[src/rtl/cpu_pkg.sv]
// Shared definitions for the PC sequencer: one-hot phase encoding and defaults.
// Latency: n/a (package only).
// Backpressure: n/a (package only).
package cpu_pkg;

  localparam int          WIDTH_DEF    = 32;
  localparam logic [31:0] RESET_PC_DEF = 32'h0000_0000;

  // One-hot instruction phase, bit order {WB,MEM,EX,ID,IF}.
  typedef enum logic [4:0] {
    PH_IF  = 5'b00001,
    PH_ID  = 5'b00010,
    PH_EX  = 5'b00100,
    PH_MEM = 5'b01000,
    PH_WB  = 5'b10000
  } phase_e;

endpackage

[src/rtl/next_pc_calc.sv]
// Next-PC selection: pc+4, branch, jump or jump-register, jr having highest priority.
// Latency: purely combinational.
// Backpressure: none; output follows inputs.
// Ports: pc, decode flags (is_branch/branch_taken/is_jump/is_jr), imm, jtarget,
//        rs_val in; target out.
module next_pc_calc
  import cpu_pkg::*;
#(
  parameter int WIDTH = WIDTH_DEF
) (
  input  logic [WIDTH-1:0] pc,
  input  logic             is_branch,
  input  logic             branch_taken,
  input  logic             is_jump,
  input  logic             is_jr,
  input  logic [15:0]      imm,
  input  logic [25:0]      jtarget,
  input  logic [WIDTH-1:0] rs_val,
  output logic [WIDTH-1:0] target
);

  logic [WIDTH-1:0] pc4;
  logic [WIDTH-1:0] br_off;

  // Both sums wrap naturally at 2^WIDTH.
  assign pc4    = pc + WIDTH'(4);
  assign br_off = {{(WIDTH-18){imm[15]}}, imm, 2'b00};

  always_comb begin
    target = pc4;
    if (is_jr) begin
      target = {rs_val[WIDTH-1:2], 2'b00};
    end else if (is_jump) begin
      target = {pc4[WIDTH-1:28], jtarget, 2'b00};
    end else if (is_branch && branch_taken) begin
      target = pc4 + br_off;
    end
  end

endmodule

[src/rtl/pc_sequencer.sv]
// Five-phase instruction sequencer (IF,ID,EX,MEM,WB) driving the PC register.
// Latency: 5 cycles per instruction plus IF/MEM wait cycles; next_pc captured at EX->MEM.
// Backpressure: mem_ready low stalls in IF and MEM; ignored in other phases.
// Ports: clk, rst (async active-low), pc, mem_ready, decode inputs in;
//        phase, ir_we, pc_we, next_pc, retired out.
module pc_sequencer
  import cpu_pkg::*;
#(
  parameter int               WIDTH    = WIDTH_DEF,
  parameter logic [WIDTH-1:0] RESET_PC = RESET_PC_DEF,
  parameter int               CNT_W    = 32
) (
  input  logic             clk,
  input  logic             rst,
  input  logic [WIDTH-1:0] pc,
  input  logic             mem_ready,
  input  logic             is_branch,
  input  logic             branch_taken,
  input  logic             is_jump,
  input  logic             is_jr,
  input  logic [15:0]      imm,
  input  logic [25:0]      jtarget,
  input  logic [WIDTH-1:0] rs_val,
  output logic [4:0]       phase,
  output logic             ir_we,
  output logic             pc_we,
  output logic [WIDTH-1:0] next_pc,
  output logic [CNT_W-1:0] retired
);

  phase_e           state_q, state_d;
  logic [WIDTH-1:0] target;

  next_pc_calc #(.WIDTH(WIDTH)) u_calc (
    .pc           (pc),
    .is_branch    (is_branch),
    .branch_taken (branch_taken),
    .is_jump      (is_jump),
    .is_jr        (is_jr),
    .imm          (imm),
    .jtarget      (jtarget),
    .rs_val       (rs_val),
    .target       (target)
  );

  always_ff @(posedge clk or negedge rst) begin
    if (!rst) begin
      state_q <= PH_IF;
    end else begin
      state_q <= state_d;
    end
  end

  always_comb begin
    state_d = state_q;
    ir_we   = 1'b0;
    pc_we   = 1'b0;
    unique case (state_q)
      PH_IF: begin
        // Strobe is masked while reset is held so no IR load escapes during reset.
        ir_we = mem_ready & rst;
        if (mem_ready) state_d = PH_ID;
      end
      PH_ID:  state_d = PH_EX;
      PH_EX:  state_d = PH_MEM;
      PH_MEM: if (mem_ready) state_d = PH_WB;
      PH_WB: begin
        pc_we   = 1'b1;
        state_d = PH_IF;
      end
      default: state_d = PH_IF;
    endcase
  end

  assign phase = state_q;

  // Decode inputs are only observed on the EX->MEM edge; next_pc holds otherwise.
  always_ff @(posedge clk or negedge rst) begin
    if (!rst) begin
      next_pc <= RESET_PC;
    end else if (state_q == PH_EX) begin
      next_pc <= target;
    end
  end

  // One retirement per WB->IF edge; wraps at 2^CNT_W.
  always_ff @(posedge clk or negedge rst) begin
    if (!rst) begin
      retired <= '0;
    end else if (state_q == PH_WB) begin
      retired <= retired + CNT_W'(1);
    end
  end

endmodule

[config.mk]
export PLATFORM = sky130hd
export DESIGN_NAME = pc_sequencer
export DESIGN_NICKNAME = d
export VERILOG_FILES = /design/src/rtl/cpu_pkg.sv /design/src/rtl/next_pc_calc.sv /design/src/rtl/pc_sequencer.sv
export SDC_FILE = /design/constraint.sdc
export NUM_CORES = 1
export LEC_CHECK = 0
export ABC_AREA = 1
export ABC_CLOCK_PERIOD_IN_PS = 1600
export CAP_MARGIN = 20
export CORE_ASPECT_RATIO = 1.4
export CORE_MARGIN = 5
export CORE_UTILIZATION = 30
export DETAILED_ROUTE_END_ITERATION = 8
export GPL_TIMING_DRIVEN = 0
export PLACE_DENSITY = 0.62
export SLEW_MARGIN = 20
export SYNTH_ARGS = -nofsm -noshare
export SYNTH_HDL_FRONTEND = slang
export SYNTH_SLANG_ARGS = --single-unit
[constraint.sdc]
create_clock -name clk -period 1.6 [get_ports clk]
set_input_delay 0.32 -clock clk [delete_from_list [all_inputs] [get_ports clk]]
set_output_delay 0.32 -clock clk [all_outputs]
set_load 0.005 [all_outputs]
==> impl_metrics.csv, run 1 <==
group,metric,value,unit
run_status,status,"finished with violations",
run_status,failed_checks,"negative setup slack",
timing,worst-slew-pin-transition,862,ps
pwr,power.leakage,6.30,nW
die,chipWidth,138,um
setup_path,path_max_fanout,4,
timing,setup_viol,48,
timing,rsz0062_at_grt,"yes",
cells_and_area,num_antenna_cells,0,
cells_and_area,drive_gt1_frac,0.405,
synth,netlist_top_cells_area,"dfrtp_1 25%, nand2_1 20%, inv_1 8.0%",
hold_path,hp-class,"input port to flop",
timing,max_slew_margin,0.425,
pwr,p_total,9.03,mW
setup_path,end_kind,"flop",
synth,synthesis.instances,1093,
timing,hold_ws,456,ps
setup_path,cp_cell_sequence,"buf_12 -> ha_4 -> nand3_4 -> nor3_4 -> nand3_2 -> nor2_4 -> xnor2_2 -> clkinv_2 -> ha_4 -> nand2_4 -> buf_6 -> nor2_4 -> nand2_1 -> inv_2 -> nand3_2 -> nand3_2 -> nand2_1 -> nand3_2 -> nand2_2 -> nand2_1 -> nand2_1",
die,die_h,189,um
synth,ys_warn_count,0,
route,ant_nets,0,
cells_and_area,fin_util,0.569,
clocking,clock_latency,330,ps
placement,io_buffers,179,
clocking,cts.sinks,69,
timing,fmax,389,MHz
synth,netlist.area_leader.share,0.249,
pwr,power.density,705,nW/um^2
route,drtIter0Drc,484,
timing,slew_violations,0,
clocking,cts_tree,"built",
placement,place.gp.congestion,0.956,
setup_path,critPathKind,"input port to flop",
clocking,clk_pin_slew,60,ps
setup_path,cpPeakStageDelay,330,ps
placement,hpwl,21800,um
global_route,grt_pass1_wl,45200,um
cells_and_area,nets,1593,
synth,ys_types,41,
clocking,cts.root.buffer_cell,"clkbuf_16",
timing,setup_slack,-973,ps
timing,period_minus_slack,2570,ps
clocking,cts.path.max_buffers,2,
global_route,antenna_found_initial,0,
cells_and_area,n_fill_cell,1958,
setup_path,path_delay_family,"simple AND/OR/NAND/NOR gates",
global_route,grt_pass1_vias,8687,
hold_path,worstHoldStart,"is_jr",
global_route,groute.usage.overall,0.221,
global_route,grt_max_degree,46,
die,core,22500,um^2
route,dr.pass1.iters,5,
setup_path,cp-start-kind,"input port",
route,viasPerCell,4.96,
flow_run,timing.max_cap.violations,0,
route,num_vias,8660,
pwr,irDropWorstVdd,0.571,mV
global_route,grt-ovfl-total,0,
synth,synth_nets,1245,
route,wl,30600,um
cells_and_area,syn_to_final_growth,87.6,%
route,post_drt_wl_per_cell,17.5,um
setup_path,critPathBufInv,4,
timing,fin_crit_sh,1.61,
timing,final.setup.tns,-22100,ps
cells_and_area,multiInputGateArea,6530,um^2
die,die-area,25900,um^2
setup_path,cp.arrival,2790,ps
synth,avgSynthCellArea,6.25,um^2
cells_and_area,regArea,1730,um^2
synth,yosysTopAreaCell,"dfrtp_1",
synth,synth-seq-cells,69,
die,start_util,0.303,
timing,finClkSkew,9.37,ps
clocking,htree_levels,3,
setup_path,crit_slowest_cell,"ha_4",
timing,hold_viol,0,
clocking,cts_inserted_buffers,9,
setup_path,startpoint,"pc[2]",
die,row_count,65,
route,drc,0,
placement,place_worst_setup_slack,-2350,ps
setup_path,regToRegStartpoint,"retired[7]",
synth,ys_seq_area_frac,0.253,
synth,syn_area,6830,um^2
die,design.portCount,184,
setup_path,required,1820,ps
path summary, 6_finish.rpt:
kind | end | slack [ps] | cells past startpoint
max in group asynchronous | phase[0] | 630 | 3
setup reg to reg | retired[24] | -290 | 7
hold / removal | next_pc[29] | 460 | 3
hold reg to reg | next_pc[9] | 470 | 2
min in group asynchronous | retired[3] | 670 | 3
setup / recovery | next_pc[24] | -970 | 21
synthesized netlist by cell type (all sizes together):
master and count:
nand2 376, inv 148, nor2 129, nand3 99, dfrtp 68, a21oi 39
ha 38, xor2 38, nor3 25, o21ai 23, o22ai 19, clkbuf 17
xnor2 16, nand4 14, nand3b 7, o21bai 7, and2 6, or2 5
o221ai 3, a21o 2, a221oi 2, buf 2, nor4 2, o211ai 2
o31ai 2, and3 1, clkinv 1, dfstp 1, fa 1
cells by family after synthesis:
group / count (synthesis) / share of synthesized area
XOR/XNOR: 54 / 0.0693
flip-flops: 69 / 0.253
AO/OA/AOI/OAI: 99 / 0.0836
adder cells (fa/ha/maj): 39 / 0.0726
buffers and inverters: 168 / 0.0927
AND/OR/NAND/NOR: 664 / 0.429
tightest hold or removal path: stages:
cell,delay [ps]
buf_2,190
a21oi_1,160
a21oi_1,70
timing repair:
item                       CTS  global route
pin swaps                  114           142
hold endpoints to repair    25            68
resized for setup          411           206
gates cloned                 0             1
hold buffers                 2             1
setup endpoints to repair   76            74
buffers inserted           103            57
cell type report:
type,instances,area share
sequential,69,0.135
clock inverter,4,0.00371
buffer,17,0.00655
multi-input combinational,856,0.510
clock buffer,12,0.0192
timing repair buffer,339,0.249
tap,301,0.0294
inverter,149,0.0469
metal layers:
metal,GRT usage,wire (um),share of wire
met1,0.243,11200,0.37
met2,0.421,16300,0.53
met3,0.0288,1820,0.059
met4,0.0822,1330,0.043
met5,0,0,0
state kept, by name (all words and copies together) (netlist names):
signal   count
phase        5
retired     32
next_pc     32
per-stage QoR:
stage	area, um^2	cells
final	12800	1747
after CTS	11700	1695
after global routing	12800	1747
after global placement	9490	1573
after floorplan	7320	1093
after detailed placement	9510	1574
power breakdown:
group / switching [mW] / internal [mW]
Sequential: 0.285 / 2.22
Clock: 0.748 / 1.24
Combinational: 2.23 / 2.30
placed cells by master, fill, tap and decap left out, types with 12 or more instances in the layout:
cell,count
buf_6,27
a21oi_2,17
clkdlybuf4s50_1,130
nand3_1,53
nor2_2,20
nand3_2,34
nor2_1,72
dfrtp_1,65
ha_4,28
nand4_1,14
nand2_4,40
nand3_4,12
nor2_4,37
inv_2,27
a21oi_1,18
nand2_2,67
buf_4,136
o22ai_1,19
nor3_4,15
xor2_1,25
nand2_1,265
inv_1,109
No activity file was read; power rests on OpenSTA's default activity.
==> inputs of run 2 (changes only) <==
ABC_AREA = default   (was 1)
PLACE_DENSITY = 0.64   (was 0.62)
==> impl_metrics.csv, run 2 <==
group,metric,value,unit
timing,setup_slack,-1540,ps
setup_path,crit_slowest_cell,"or3_1",
pwr,p_total,9.05,mW
route,wl,26300,um
die,start_util,0.306,
timing,fin_crit_sh,1.96,
cells_and_area,num_antenna_cells,0,
route,num_vias,7067,
setup_path,cp-start-kind,"input port",
placement,hpwl,17600,um
cells_and_area,multiInputGateArea,5420,um^2
global_route,grt_pass1_vias,7144,
synth,ys_warn_count,0,
die,row_count,60,
cells_and_area,syn_to_final_growth,89.1,%
die,die-area,22600,um^2
setup_path,end_kind,"flop",
placement,io_buffers,181,
timing,finClkSkew,8.43,ps
route,drc,0,
route,post_drt_wl_per_cell,20.1,um
cells_and_area,n_fill_cell,1603,
pwr,power.leakage,5.02,nW
clocking,cts.path.max_buffers,2,
flow_run,timing.max_cap.violations,0,
timing,worst-slew-pin-transition,786,ps
cells_and_area,final_cell_mix,"128 x buf_4, 127 x clkdlybuf4s50_1, 74 x nand2_1",
setup_path,crit_path_frequent_cell,"and4_4",
route,ant_nets,0,
clocking,cts_inserted_buffers,9,
clocking,cts_tree,"built",
cells_and_area,regArea,1730,um^2
die,chipWidth,128,um
synth,ys_seq_area_frac,0.293,
synth,netlist.area_leader.share,0.289,
synth,yosysMostFrequentCell,"nand2_1",
setup_path,required,1800,ps
timing,slew_violations,0,
die,core,19300,um^2
clocking,cts.sinks,69,
synth,async_flop_share,1.00,
timing,setup_viol,53,
timing,fmax,318,MHz
clocking,cts.root.buffer_cell,"clkbuf_16",
clocking,htree_levels,3,
global_route,grt_pass1_wl,38200,um
die,die_h,176,um
timing,max_slew_margin,0.476,
pwr,power.density,812,nW/um^2
synth,ys_types,76,
synth,avgSynthCellArea,8.20,um^2
pwr,irDropWorstVdd,0.460,mV
timing,rsz0062_at_grt,"yes",
timing,period_minus_slack,3140,ps
setup_path,cp.arrival,3340,ps
route,dr.pass1.iters,6,
synth,synth-edff-count,0,
setup_path,critPathBufInv,3,
global_route,grt_max_degree,57,
setup_path,cp.depth,15,
synth,synth_flop_cell,"dfrtp_1",
clocking,clk_pin_slew,60,ps
hold_path,hp-class,"flop to flop",
synth,synthesis.instances,719,
synth,yosysTopAreaCell,"dfrtp_1",
cells_and_area,nets,1207,
route,viasPerCell,5.40,
global_route,grt-ovfl-total,0,
synth,synth_nets,871,
die,design.portCount,184,
route,drtIter0Drc,409,
cells_and_area,drive_gt1_frac,0.398,
setup_path,path_max_fanout,7,
synth,synth-seq-cells,69,
setup_path,rr_worst_depth,9,
global_route,antenna_found_initial,1,
setup_path,cpPeakStageDelay,330,ps
run_status,failed_checks,"negative setup slack",
synth,syn_area,5890,um^2
timing,hold_viol,0,
clocking,clock_latency,340,ps
global_route,groute.usage.overall,0.212,
hold_path,hold_depth,1,
setup_path,path_delay_family,"simple AND/OR/NAND/NOR gates",
setup_path,critPathKind,"input port to flop",
cells_and_area,final_common_cell,"buf_4",
synth,synthTopCellsByCount,"89 x nand2_1, 68 x dfrtp_1, 65 x nor2_1, 52 x a21oi_1, 45 x xnor2_1",
synth,netlist_top_cells_area,"dfrtp_1 29%, ha_1 8.1%, xnor2_1 6.7%",
run_status,status,"finished with violations",
setup_path,cp_cell_sequence,"buf_8 -> and4_4 -> and4_4 -> nand3_4 -> xnor2_2 -> ha_1 -> buf_6 -> a21oi_1 -> inv_1 -> nor3_4 -> a31oi_4 -> o21a_1 -> or3_1 -> a21oi_2 -> o41ai_2",
placement,place.gp.congestion,0.895,
timing,hold_ws,461,ps
run 2: routing by layer:
layer  GRT usage  up-vias  wire [um]
met3      0.0338       61       1590
met5           0        -         19
met1       0.246     3441      10200
met4      0.0664        2        798
met2       0.391      248      13700
li1            -     3315          -
run 2: logic make-up after synthesis:
kind of cell / Yosys count / share of synthesized area
adder cells (fa/ha/maj): 39 / 0.0841
multiplexers: 4 / 0.00700
AO/OA/AOI/OAI: 186 / 0.215
AND/OR/NAND/NOR: 302 / 0.256
buffers and inverters: 45 / 0.0316
XOR/XNOR: 74 / 0.114
flip-flops: 69 / 0.293
run 2: power breakdown:
part / switching, mW / total [mW] / leakage, nW / internal (mW)
combinational: 1.94 / 4.35 / 3.99 / 2.41
sequential: 0.271 / 2.46 / 0.876 / 2.19
clock: 0.855 / 2.24 / 0.159 / 1.39
run 2: final timing paths:
path	slack (ps)	to	from
min in group asynchronous	540	phase[0]	rst
setup reg to reg	-500	retired[29]	phase[2]
hold reg to reg	460	retired[31]	retired[31]
hold / removal	460	retired[31]	retired[31]
setup / recovery	-1540	next_pc[27]	pc[7]
max in group asynchronous	560	phase[4]	rst
run 2: stage by stage:
step | TNS [ps] | setup slack (ps) | utilization | instances | instance area [um^2]
after floorplan | -32780 | -1590 | - | 719 | 6170
after global placement | -228410 | -2760 | 0.430 | 1148 | 8290
after detailed placement | -71040 | -2710 | 0.431 | 1149 | 8310
after CTS | -33160 | -1490 | 0.524 | 1263 | 10100
after global routing | -41760 | -1650 | 0.578 | 1308 | 11100
final | -36340 | -1540 | 0.578 | 1308 | 11100
run 2: final cells by class:
| cell class | instances | area share |
|---|---|---|
| multi-input cells | 605 | 0.486 |
| repair buffers | 332 | 0.277 |
| flip-flops and latches | 69 | 0.155 |
| well taps | 248 | 0.0278 |
| clock buffers | 9 | 0.0202 |
| plain buffers | 23 | 0.0184 |
| clock inverters | 7 | 0.00943 |
| inverters | 15 | 0.00539 |
run 2: worst register-to-register path: stages (launching register included):
cell and delay, ps:
dfrtp_1 390, buf_6 140, nor3_4 200, and4_4 250
and4_4 240, and3_4 210, nand4_1 140, nor2_2 180
nand3_1 110, xnor2_1 130
run 2: timing repair:
item | 4_1_cts | 5_1_grt
cloned | 0 | 1
endpoints found under the hold margin | 13 | 0
hold buffers | 2 | 0
setup endpoints to repair | 74 | 77
buffers inserted | 100 | 51
pin swaps | 96 | 107
gates resized for setup | 258 | 154
==> inputs of run 3 (changes only) <==
CAP_MARGIN = 0   (was 20)
==> results of run 3 <==
The final DEF is identical to that of run 2; final timing and power are the same.
